## src/rtl/muldiv_unit.sv

```systemverilog
// muldiv_unit: RISC-V M-extension style multiply/divide unit.
// Multiplies finish in one cycle. Divides use a restoring radix-2 loop
// that produces one quotient bit per cycle. Divide-by-zero and signed
// overflow bypass the loop and complete in one cycle.
//
// state  | meaning
// IDLE   | ready for a request (in_ready=1)
// DIV    | restoring divide in progress, cnt_q = quotient bit index
// DONE   | result held on the outputs until out_ready
module muldiv_unit #(
    parameter int XLEN  = 32,
    parameter int TAG_W = 5
) (
    input  logic             clk,
    input  logic             rst_n,
    input  logic             in_valid,
    output logic             in_ready,
    input  logic [2:0]       op,
    input  logic [XLEN-1:0]  a,
    input  logic [XLEN-1:0]  b,
    input  logic [TAG_W-1:0] tag_in,
    input  logic             flush,
    output logic             out_valid,
    input  logic             out_ready,
    output logic [XLEN-1:0]  result,
    output logic [TAG_W-1:0] tag_out,
    output logic             div_by_zero
);
    localparam int               CNT_W    = $clog2(XLEN);
    localparam logic [CNT_W-1:0] CNT_LAST = CNT_W'(XLEN - 1);
    localparam logic [XLEN-1:0]  MOST_NEG = {1'b1, {(XLEN-1){1'b0}}};

    typedef enum logic [1:0] {
        S_IDLE = 2'd0,
        S_DIV  = 2'd1,
        S_DONE = 2'd2
    } state_t;

    state_t           state_q;
    logic [CNT_W-1:0] cnt_q;
    logic [XLEN-1:0]  rem_q;
    logic [XLEN-1:0]  quo_q;
    logic [XLEN-1:0]  dvsr_q;
    logic [XLEN-1:0]  result_q;
    logic             neg_quo_q;
    logic             neg_rem_q;
    logic             want_rem_q;
    logic             dbz_q;
    logic [TAG_W-1:0] tag_q;

    logic             is_div;
    logic             sgn_div;
    logic             want_rem;
    logic             b_zero;
    logic             sgn_ovf;
    logic             a_neg;
    logic             b_neg;
    logic [XLEN-1:0]  a_mag;
    logic [XLEN-1:0]  b_mag;
    logic [XLEN-1:0]  fast_res;
    logic [XLEN-1:0]  mul_res;
    logic             sgn_a_mul;
    logic             sgn_b_mul;
    logic [2*XLEN-1:0] a_ext;
    logic [2*XLEN-1:0] b_ext;
    logic [2*XLEN-1:0] prod;

    logic [XLEN:0]    trial;
    logic [XLEN:0]    diff;
    logic [XLEN-1:0]  rem_d;
    logic [XLEN-1:0]  quo_d;
    logic [XLEN-1:0]  quo_fix;
    logic [XLEN-1:0]  rem_fix;
    logic [XLEN-1:0]  div_res;

    // Decode the incoming request: multiply result, divide operand magnitudes and one-cycle divide cases.
    always_comb begin
        is_div    = op[2];
        sgn_div   = ~op[0];
        want_rem  = op[1];
        b_zero    = (b == '0);
        sgn_ovf   = sgn_div && (a == MOST_NEG) && (b == '1);
        a_neg     = sgn_div & a[XLEN-1];
        b_neg     = sgn_div & b[XLEN-1];
        a_mag     = a_neg ? -a : a;
        b_mag     = b_neg ? -b : b;
        // MULHU treats a as unsigned; only MULH treats b as signed. MUL only uses the low half.
        sgn_a_mul = (op[1:0] != 2'b11);
        sgn_b_mul = (op[1:0] == 2'b01);
        a_ext     = {{XLEN{sgn_a_mul & a[XLEN-1]}}, a};
        b_ext     = {{XLEN{sgn_b_mul & b[XLEN-1]}}, b};
        prod      = a_ext * b_ext;
        mul_res   = (op[1:0] == 2'b00) ? prod[XLEN-1:0] : prod[2*XLEN-1:XLEN];
        if (b_zero) begin
            fast_res = want_rem ? a : '1;
        end else begin
            fast_res = want_rem ? '0 : a;
        end
    end

    // One restoring-division step plus the sign correction applied on the final step.
    always_comb begin
        trial = {rem_q, quo_q[XLEN-1]};
        diff  = trial - {1'b0, dvsr_q};
        if (diff[XLEN]) begin
            rem_d = trial[XLEN-1:0];
            quo_d = {quo_q[XLEN-2:0], 1'b0};
        end else begin
            rem_d = diff[XLEN-1:0];
            quo_d = {quo_q[XLEN-2:0], 1'b1};
        end
        quo_fix = neg_quo_q ? -quo_d : quo_d;
        rem_fix = neg_rem_q ? -rem_d : rem_d;
        div_res = want_rem_q ? rem_fix : quo_fix;
    end

    // Control FSM with registered result, tag and divide-by-zero flag.
    always_ff @(posedge clk or negedge rst_n) begin
        if (!rst_n) begin
            state_q    <= S_IDLE;
            cnt_q      <= '0;
            rem_q      <= '0;
            quo_q      <= '0;
            dvsr_q     <= '0;
            result_q   <= '0;
            neg_quo_q  <= 1'b0;
            neg_rem_q  <= 1'b0;
            want_rem_q <= 1'b0;
            dbz_q      <= 1'b0;
            tag_q      <= '0;
        end else if (flush) begin
            state_q <= S_IDLE;
        end else begin
            case (state_q)
                S_IDLE: begin
                    if (in_valid) begin
                        tag_q <= tag_in;
                        cnt_q <= '0;
                        if (!is_div) begin
                            result_q <= mul_res;
                            dbz_q    <= 1'b0;
                            state_q  <= S_DONE;
                        end else if (b_zero || sgn_ovf) begin
                            result_q <= fast_res;
                            dbz_q    <= b_zero;
                            state_q  <= S_DONE;
                        end else begin
                            rem_q      <= '0;
                            quo_q      <= a_mag;
                            dvsr_q     <= b_mag;
                            neg_quo_q  <= a_neg ^ b_neg;
                            neg_rem_q  <= a_neg;
                            want_rem_q <= want_rem;
                            state_q    <= S_DIV;
                        end
                    end
                end
                S_DIV: begin
                    rem_q <= rem_d;
                    quo_q <= quo_d;
                    if (cnt_q == CNT_LAST) begin
                        result_q <= div_res;
                        dbz_q    <= 1'b0;
                        state_q  <= S_DONE;
                    end else begin
                        cnt_q <= cnt_q + CNT_W'(1);
                    end
                end
                S_DONE: begin
                    if (out_ready) begin
                        state_q <= S_IDLE;
                    end
                end
                default: state_q <= S_IDLE;
            endcase
        end
    end

    assign in_ready    = (state_q == S_IDLE);
    assign out_valid   = (state_q == S_DONE);
    assign result      = result_q;
    assign tag_out     = tag_q;
    assign div_by_zero = dbz_q;

endmodule
```

## config.mk

```make
export PLATFORM = sky130hd
export DESIGN_NAME = muldiv_unit
export DESIGN_NICKNAME = d
export VERILOG_FILES = /design/src/rtl/muldiv_unit.sv
export SDC_FILE = /design/constraint.sdc
export NUM_CORES = 2
export LEC_CHECK = 0
export ABC_AREA = 1
export ABC_CLOCK_PERIOD_IN_PS = 8400
export CORE_MARGIN = 2
export CORE_UTILIZATION = 50
export CTS_BUF_LIST = sky130_fd_sc_hd__clkbuf_16
export DETAILED_ROUTE_END_ITERATION = 10
export PLACE_DENSITY = 0.74
export SYNTH_ARGS = -nofsm -noshare
export SYNTH_HDL_FRONTEND = slang
export SYNTH_SLANG_ARGS = --single-unit
```

## constraint.sdc

```tcl
create_clock -name clk -period 8.4 [get_ports clk]
set_input_delay 2.52 -clock clk [delete_from_list [all_inputs] [get_ports clk]]
set_output_delay 2.52 -clock clk [all_outputs]
set_load 0.02 [all_outputs]
```

# Yosys cells after proc, flatten, opt, wreduce, memory -nomap -nowiden
# Index checks and enable logic that the tools add are counted.
# classes
n_reduce_logical	13
n_shift	0
addsub	6
n_lt_le_gt_ge	0
bitwise	8
muxes	39
n_eq_ne	16
multipliers	1
div_mod_pow	0
# op_table
operator	n
$mux W32	20
$pmux W32 S2	3
$neg A32 Y32	4
$eq A32 B32 Y1 const B	2
$mul A33 B33 Y64	1
$sub A33 B32 Y33	1
$logic_not A32 Y1	1
$reduce_and A5 Y1	3
$mux W2	6
$mux W5	2
$ne A2 B2 Y1 const B	5
$pmux W5 S2	1
$ne A3 B2 Y1 const B	3
$pmux W2 S3	1
$reduce_and A3 Y1	2
$add A5 B1 Y5 const B	1
$eq A5 B5 Y1 const B	1
$mux W1	5
$and A1 B1 Y1	4
$eq A2 B1 Y1 const B	2
$logic_not A2 Y1	2
$reduce_and A4 Y1	1
$ne A3 B3 Y1 const B	1
$not A1 Y1	3
7 further kinds	8
# totals
word_cells	94
memories	0
output_inout_bits	40
rom_bits	0
latch_bits	0
ff_bits	144
ram_bits	0

# Longest topological paths before layout
# depth
ltp_word	9
mapped_depth	39

# Worst setup path after synthesis
# OpenSTA, ideal clock, no wires.
# synth_path
path_type	input port to flip-flop
from	input op[1]
to	register result_q[30], in the netlist result[30]
path_buffers	2
setup_ns	0.066
cell_stages	33
setup_slack_ns	-1.715
arrival_time_ns	10.049
t_required_ns	8.334
path_cell_list	clkbuf_1 -> a21oi_1 -> inv_1 -> clkbuf_1 -> nor2_1 -> fa_1 -> inv_1 -> fa_1 -> inv_1 -> fa_1 -> inv_1 -> fa_1 -> fa_1 -> inv_1 -> fa_1 -> inv_1 -> fa_1 -> fa_1 -> inv_1 -> ha_1 -> inv_1 -> nor3_1 -> nand2_1 -> nor3_1 -> inv_1 -> o221a_2 -> nand3_1 -> nand2_1 -> o21ai_0 -> nand2_1 -> a21oi_1 -> nand2_1 -> nand2_1
# synth_via
elab_chain_len	7
word_cells_on_any_way	14
classes_between	mul: 1; eq/ne: 2; mux: 8; bitwise: 2; reduce/logical: 1
# synth_lines
element	line_no	text
start: declaration	18	input logic [2:0] op,
$ne A2 B2 Y1 / $eq A2 B1 Y1 (equally long branches)	88, 89	
$and A1 B1 Y1, on equally long branches	90, 91	
$mul A33 B33 Y64	92	prod = a_ext * b_ext;
$mux W32	93	mul_res = (op[1:0] == 2'b00) ? prod[XLEN-1:0] : prod[2*XLEN-1:XLEN];
$mux W32 *	139	if (!is_div) begin
$mux W32 *	136	if (in_valid) begin
$pmux W32 S2 *	134	case (state_q)
end signal: assignment	140	result_q <= mul_res;
end signal: assignment	144	result_q <= fast_res;
end signal: assignment	162	result_q <= div_res;
end: declaration	44	logic [XLEN-1:0] result_q;
# Every way passes the cells marked *; elsewhere a longest branch is shown, timed or not. The select of a mux whose other input is x is not followed.
# A chain may end at the register's enable or synchronous reset.

# Final worst setup path
# layout_path
from	input op[1]
to	register result_q[22], in the netlist result[22]
# Same word-level chain as after synthesis.

==> reports/metrics.cfg <==
[synth]
synth_most_common_cell = nand2_1
syn_nets = 8613
ys_seq_area_share_pct = 6.78
yosysWarnings = 0
synthCells = 7159
async_reset_ff_share_pct = 100
ys_types = 59
synth_area_sq_um = 53100
synth_common_cells = 1902 x nand2_1, 1876 x inv_1, 1126 x fa_1
synth-edff-count = 0
ys_seq_elements = 144
synth.top_cell.area_share_pct = 42.4
synthFlopType = dfrtp_1
synthTopCellsByArea = fa_1 42%, nand2_1 13%, inv_1 13%, dfrtp_1 6.8%, ha_1 5.9%
syn_area_per_cell_sq_um = 7.42
synth_top_area_cell = fa_1

[timing]
post-route-period-util_pct = 112
rsz0062_at_grt = true
setup_viol = 32
final.min_clock_period_ps = 9430
setup_slack_ps = -1030
holdWs_ps = 477
fmax_ghz = 0.106
finalMaxSlewViolations = 0
slew_headroom_pct = 17.0
worst_pin_slew_ps = 1240
hold_violations = 0
skew_ps = 10.8

[final_layout]
synthToLayoutAreaGrowth_pct = 22.8
final_core_util_pct = 62.0
finalNetCount = 9181
drive_above_1_share_pct = 19.8
nFillCells = 8916

[route]
wl_microns = 187000
vias = 49500
avgRoutedWirePerCell_microns = 20.5
postRouteAntennaNets = 0
drcViolationCount = 0
drtIter0Drc = 4795
firstDrtPassIters = 8
avgViaCountPerCell = 5.42

[min_path]
hp-class = reg -> reg
min_from = tag_out[3]

[worst_setup_path]
worstReg2RegStart = quo_q[31]
cpMostUsedCell = fa_1
cp_data_arrival_time_ps = 9770
cp_max_fo = 6
cp_num_buf_inv = 11
startpoint_type = input pin
path_class = in -> reg
worstSetupEndpointType = flop
slowest_stage = fa_2
worstSetupStartpoint = op[1]
max_stage_delay_ps = 600
cp.required_ps = 8740
cp_top_family = adder cells

[global_routing]
grt_start_max_net_pins = 80
met2_usage_pct = 56.9
antenna_found_initial = 9
grt_pass1_wl_microns = 290000
busiest_layer = met2
grt_usage_pct = 35.0
use_met3_pct = 7.00
grt_remaining_overflow = 0
met1_usage_pct = 43.9
grt_pass1_vias = 51200

[cts]
clock_latency_ps = 450
htree_levels = 4
clockBufferDepth = 2
cts_tree = built
clk_pin_slew_ps = 70
cts-hold-fix-buffers = 0
clock_sinks = 144
cts_buffers = 17
cts.root.buffer_cell = clkbuf_16

[floorplan]
die_height_microns = 330
die-area_sq_um = 109000
core_area_sq_um = 105000
start_util_pct = 50.5
num_io_pins = 117
die_w_microns = 330
num_rows = 119

[place]
io_buffer_count = 116
dp_hpwl_microns = 151000
place_congestion = 1.03

[status]
outcome = complete, but fails checks
violations = setup timing

[flow_run]
cap_violations = 0

==> layout by cell type (no fill, tap or decap), types with 78 or more instances in the layout <==
cell type  instances
buf_12            78
nand2_1         1819
dfrtp_1          143
a21oi_1          149
fa_1            1075
inv_1           1768
nor2_1           245
ha_1             208
nand3_1          184
nand2_2           88
buf_4            653
inv_2            115
o21ai_0          189
==> state kept, by name, indices dropped and copies added (netlist names) <==
name and count:
want_rem_q 1, quo_q 32, neg_quo_q 1, rem_q 32
result 32, cnt_q 5, state_q 2, tag_out 5
div_by_zero 1, dvsr_q 32, neg_rem_q 1
==> metal layers <==
metal	up-vias	routed length [microns]
li1	22000	-
met2	2387	86700
met1	24500	69900
met5	-	36
met3	646	17600
met4	6	13000
==> area by class of cell <==
cell class                      instances  area (sq um)  share of cell area, %
Inverter                             1895          7160                   11.0
Tap cell                             1391          1740                   2.67
Multi-Input combinational cell       4767         43600                   66.8
Sequential cell                       144          3600                   5.53
Timing Repair inverter                  1          16.3                 0.0249
Timing Repair Buffer                  901          8500                   13.0
Clock buffer                           17           425                  0.652
Clock inverter                         15           200                  0.307
Antenna cell                            3          7.51                 0.0115
==> worst paths after layout <==
path                            slack [ps]  depth (start not counted)          to
worst max-delay path                 -1030                         35  result[22]
worst min-delay path                   480                          2  tag_out[3]
worst max register to register        3690                         27  result[30]
worst min register to register         480                          2  tag_out[3]
max in group asynchronous             4720                          2  want_rem_q
min in group asynchronous             2140                          1  result[10]
==> cell families (layout without fill, tap and decap cells) <==
| group | Yosys count | count (layout) | synth area share (%) |
|---|---|---|---|
| simple gates | 2633 | 2633 | 20.3 |
| buf+inv | 2248 | 2829 | 16.0 |
| fa+ha+maj | 1386 | 1386 | 48.5 |
| compound gates | 656 | 656 | 6.88 |
| flops | 144 | 144 | 6.78 |
| xor+xnor | 92 | 92 | 1.52 |
| other cells | 0 | 3 | 0 |
==> timing repair <==
action,CTS,global route
hold endpoints to repair,0,0
cloned,14,1
pin swaps,252,155
gates resized for setup,580,225
setup endpoints to repair,32,32
buffers inserted,79,42
==> worst min-delay path, cell delays in order, from the launching register on <==
cell	delay (ps)
dfrtp_1	340
nand2_1	50
nand2_1	50
==> through the flow <==
step / std cells / cell area (sq um) / setup slack (ps) / TNS [ps]
finish: 9134 / 65200 / -1030 / -28640
global route: 9134 / 65200 / -1240 / -35060
CTS: 9090 / 64200 / -952 / -26010
detailed placement: 8968 / 60800 / -2450 / -65470
global placement: 8968 / 60800 / -2350 / -61830
floorplan: 7159 / 55100 / -999 / -23930
Power is not shown: default switching activity piles up to over one toggle a cycle in this logic, so the estimate is an artifact.
